[config.mk]
export PLATFORM = sky130hd
export DESIGN_NAME = core_bus
export DESIGN_NICKNAME = d
export VERILOG_FILES = /design/src/rtl/core_bus.sv
export SDC_FILE = /design/constraint.sdc
export NUM_CORES = 1
export LEC_CHECK = 0
export ABC_AREA = 1
export ABC_CLOCK_PERIOD_IN_PS = 1500
export CAP_MARGIN = 20
export CORE_MARGIN = 3
export CORE_UTILIZATION = 23
export DETAILED_ROUTE_END_ITERATION = 8
export PLACE_DENSITY = 0.82
export SLEW_MARGIN = 15
export SYNTH_ARGS = -nofsm -noshare
export SYNTH_HDL_FRONTEND = slang
export SYNTH_SLANG_ARGS = --single-unit
[constraint.sdc]
create_clock -name clock -period 1.5 [get_ports clock]
set_input_delay 0.375 -clock clock [delete_from_list [all_inputs] [get_ports clock]]
set_output_delay 0.375 -clock clock [all_outputs]
set_load 0.005 [all_outputs]
[src/rtl/core_bus.sv]
// rtl/core_bus.sv - 8086 byte-bus decoder/read mux with optional tick timer (CORE_BUS_TIMER_EN)
// Regions: RAM, text VRAM, boot ROM, timer; read data returns one cycle after the address.
module core_bus #(
  parameter int RAM_BITS = 16,
  parameter int PRESCALE = 25000
) (
  input  logic                clock,
  input  logic                reset_n,
  input  logic [19:0]         cpu_address,
  input  logic [7:0]          cpu_out,
  input  logic                cpu_we,
  output logic [7:0]          cpu_in,
  output logic [RAM_BITS-1:0] ram_a,
  input  logic [7:0]          ram_i,
  output logic [7:0]          ram_o,
  output logic                ram_w,
  output logic [11:0]         vid_a,
  input  logic [7:0]          vid_i,
  output logic [7:0]          vid_o,
  output logic                vid_w,
  output logic [15:0]         rom_a,
  input  logic [7:0]          rom_i
);

  localparam logic [2:0] R_NONE = 3'd0;
  localparam logic [2:0] R_RAM  = 3'd1;
  localparam logic [2:0] R_VID  = 3'd2;
  localparam logic [2:0] R_ROM  = 3'd3;
  localparam logic [2:0] R_TMR  = 3'd4;

  logic [2:0] region;
  logic [2:0] sel;

  always_comb begin
    region = R_NONE;
    if ((cpu_address >> RAM_BITS) == 20'd0)
      region = R_RAM;
    else if (cpu_address[19:12] == 8'hB8)
      region = R_VID;
    else if (cpu_address[19:16] == 4'hF)
      region = R_ROM;
`ifdef CORE_BUS_TIMER_EN
    else if (cpu_address[19:3] == 17'h1C000)
      region = R_TMR;
`endif
  end

  assign ram_a = cpu_address[RAM_BITS-1:0];
  assign vid_a = cpu_address[11:0];
  assign rom_a = cpu_address[15:0];
  assign ram_o = cpu_out;
  assign vid_o = cpu_out;
  assign ram_w = cpu_we & (region == R_RAM);
  assign vid_w = cpu_we & (region == R_VID);

  always_ff @(posedge clock or negedge reset_n) begin
    if (!reset_n) sel <= R_NONE;
    else          sel <= region;
  end

`ifdef CORE_BUS_TIMER_EN
  localparam int PW = (PRESCALE > 1) ? $clog2(PRESCALE) : 1;
  localparam logic [PW-1:0] PLAST = PW'(PRESCALE - 1);

  logic [15:0]   cnt, cmp, cnt_inc;
  logic [7:0]    shadow, tmr_q, tmr_rdata;
  logic [PW-1:0] presc;
  logic          en, match;
  logic          tmr_sel, tmr_wr, tmr_rd, cnt_wr, tick;
  logic [2:0]    off;

  assign tmr_sel = (region == R_TMR);
  assign off     = cpu_address[2:0];
  assign tmr_wr  = tmr_sel & cpu_we;
  assign tmr_rd  = tmr_sel & ~cpu_we;
  assign cnt_wr  = tmr_wr & (off[2:1] == 2'b00);
  assign tick    = en & (presc == PLAST);
  assign cnt_inc = cnt + 16'd1;

  always_comb begin
    tmr_rdata = 8'h00;
    case (off)
      3'd0:    tmr_rdata = cnt[7:0];
      3'd1:    tmr_rdata = shadow;
      3'd2:    tmr_rdata = cmp[7:0];
      3'd3:    tmr_rdata = cmp[15:8];
      3'd4:    tmr_rdata = {en, 6'b0, match};
      default: tmr_rdata = 8'h00;
    endcase
  end

  always_ff @(posedge clock or negedge reset_n) begin
    if (!reset_n) begin
      cnt    <= 16'h0000;
      cmp    <= 16'hFFFF;
      shadow <= 8'h00;
      tmr_q  <= 8'h00;
      presc  <= '0;
      en     <= 1'b0;
      match  <= 1'b0;
    end else begin
      if (tmr_sel) tmr_q <= tmr_rdata;
      // Low-byte read snapshots the high byte so a following CNTH read is coherent.
      if (tmr_rd && off == 3'd0) shadow <= cnt[15:8];

      if (cnt_wr)  presc <= '0;
      else if (en) presc <= tick ? '0 : presc + PW'(1);

      if (cnt_wr) begin
        if (off[0]) cnt[15:8] <= cpu_out;
        else        cnt[7:0]  <= cpu_out;
      end else if (tick) begin
        cnt <= cnt_inc;
      end

      if (tmr_wr && off == 3'd2) cmp[7:0]  <= cpu_out;
      if (tmr_wr && off == 3'd3) cmp[15:8] <= cpu_out;
      if (tmr_wr && off == 3'd4) en <= cpu_out[7];

      if (tick && !cnt_wr && cnt_inc == cmp)
        match <= 1'b1;
      else if (tmr_wr && off == 3'd4 && cpu_out[0])
        match <= 1'b0;
    end
  end
`endif

  always_comb begin
    cpu_in = 8'hFF;
    case (sel)
      R_RAM:   cpu_in = ram_i;
      R_VID:   cpu_in = vid_i;
      R_ROM:   cpu_in = rom_i;
`ifdef CORE_BUS_TIMER_EN
      R_TMR:   cpu_in = tmr_q;
`endif
      default: cpu_in = 8'hFF;
    endcase
  end

endmodule
==> reports/qor.yml <==
grt_pass1_wl_um: 2990
drive_gt1_frac: 0.425
cts_made_buffers: 3
setup_ws_ns: -0.0859
crit_end: "cpu_in[6]"
synth_top_family_by_area: "buffers and inverters"
ys_ff_latch: 2
drtAntennaViolNets: 0
routedWlPerCell_um: 10.9
violations: "negative setup slack"
cp_slowest_cell: "dfrtp_2"
cts.sink_count: 2
syn_area_sq_um: 746
slew_headroom: 0.889
synth.avg_cell_area_sq_um: 6.27
vias: 663
finalWirelength_um: 1870
htreeDepth: 1
path_max_fanout: 3
hpwl_um: 1330
grt-ovfl-total: 0
place_congestion: 0.707
critPathLaunchType: "register"
cp_top_family: "flip-flops"
finalHoldViolCount: 0
portBuffers: 52
grt_max_degree: 8
synth_mux_area_frac: 0
final_cell_mix: "27 x clkdlybuf4s50_1, 16 x nand2_1, 10 x buf_2"
cp-startpoint: "sel[0]$_DFF_PN0_"
rsz0062_at_grt: "yes"
busiest_layer: "met2"
end_kind: "output pin"
min_period_ns: 1.59
n_antenna_cell: 0
num_rows: 20
detail_route.iter0.violations: 9
crit_top_cell: "buf_6"
synth_warnings: 0
synth_nets: 174
area_growth_pct: 38.8
top_regs: "sel: 2 flops"
ios: 125
antenna_found_initial: 0
power_density_mw_per_mm2: 346
coreArea_sq_mm: 0.00308
nNetsFinal: 184
crit_buf_inv: 3
drt-pass1-iter-count: 6
floorplan.initialDensity: 0.242
largest_reg_flops: 2
syn_inst: 119
p_leak_uw: 0.000455
clkSlewWorstSetupHoldPaths_ns: 0.03
tightest_slew_ns: 0.165
largest_register: "sel"
grt_pass1_vias: 645
setup_violations: 8
arrival_ns: 1.21
fp.dieH_um: 62.9
cts-root-buf: "clkbuf_4"
synth_top_area_share: 0.604
yosys.area_share.adder: 0
report.power.total_uw: 358
vias_per_cell: 3.88
clock_path_buffers: 2
met2_usage: 0.149
cp.depth: 6
crit_type: "register to output pin"
synthXorXnorAreaFrac: 0
drv_cap: 0
die-width_um: 62.9
status: "finished with violations"
fin_crit_sh: 1.06
dieArea_sq_mm: 0.00396
cts_tree: "done"
synth_simple_gate_area_frac: 0.233
post-place-ws_ns: -0.603
path_cells: "nor2_4 -> buf_6 -> buf_6 -> nand2_2 -> nand3_2 -> buf_2"
hold_path.class: "input pin to async pin"
globalRouteTotalUtil: 0.0936
grtUsageMet3: 0.0701
gr-usage-met1: 0.0997
peakVddDrop_mv: 0.539
synth_cell_types: 11
fillCellCount: 353
seq_area_frac_synth: 0.0671
synth_compound_area_frac: 0.0537
fmax_mhz: 631
synth_area_leaders: "buf_4 60%, nand2_1 13%, dfrtp_1 6.7%"
yosysTopAreaCell: "buf_4"
mostFrequentLayoutCell: "clkdlybuf4s50_1"
maxSlewViolCount: 0
hold_slack_ns: 0.318
slowest_delay_ns: 0.43
cp.required_ns: 1.12
drc: 0
logic make-up after synthesis:
kind of cell / after synthesis
AO/OA/AOI/OAI: 8
AND/OR/NAND/NOR: 41
buffers and inverters: 68
flip-flops: 2
repair_timing:
| item | 4_1_cts | 5_1_grt |
|---|---|---|
| pin swaps | 10 | 10 |
| endpoints found under the setup margin | 18 | 11 |
| resized for setup | 77 | 19 |
| buffers inserted | 7 | 1 |
| hold buffers | 0 | 0 |
power by group:
part / internal, uW / switching (uW) / total, uW
Sequential: 56.7 / 2.66 / 59.4
Combinational: 121 / 61.2 / 182
Clock: 88.1 / 28.2 / 116
Total: 266 / 92.1 / 358
per-layer routing:
layer  wire length [um]  up-vias
li1                   -      325
met1                676      280
met2                923       58
met3                271        0
met4                  0        0
met5                  0        -
synthesized netlist by cell type (all sizes together):
| cell type | instances |
|---|---|
| nand4 | 1 |
| inv | 7 |
| o21ai | 8 |
| nor2 | 7 |
| dfrtp | 2 |
| nand2 | 25 |
| buf | 60 |
| clkinv | 1 |
| nand3 | 8 |
area by class of cell:
type                            count  area (sq um)  area share
Inverter                            8          35.0      0.0339
Sequential cell                     2          51.3      0.0496
Clock buffer                        3          22.5      0.0218
Multi-Input combinational cell     49           293       0.283
Tap cell                           44          55.1      0.0532
Timing Repair Buffer               65           578       0.559
worst min-delay path by stage:
| stage | cells after the start | from | slack [ns] | to |
|---|---|---|---|---|
| 2_1_floorplan | 0 | reset_n | 0.08 | sel[0]$_DFF_PN0_ |
| 3_3_place_gp | 1 | reset_n | 0.54 | sel[1]$_DFF_PN0_ |
| 3_5_place_dp | 1 | reset_n | 0.55 | sel[1]$_DFF_PN0_ |
| 4_1_cts | 1 | reset_n | 0.31 | sel[1]$_DFF_PN0_ |
| 5_1_grt | 1 | reset_n | 0.32 | sel[0]$_DFF_PN0_ |
| 6_report | 1 | reset_n | 0.32 | sel[1]$_DFF_PN0_ |
through the flow:
stage	cell area, sq um	TNS [ns]	cells	util
floorplan	746	0	119	-
global placement	908	-6.29	160	0.295
detailed placement	908	-6.33	160	0.295
CTS	991	-0.542	170	0.322
global route	1030	-1.19	171	0.336
finish	1030	-0.430	171	0.336
Power figures use the tool's default switching activity.
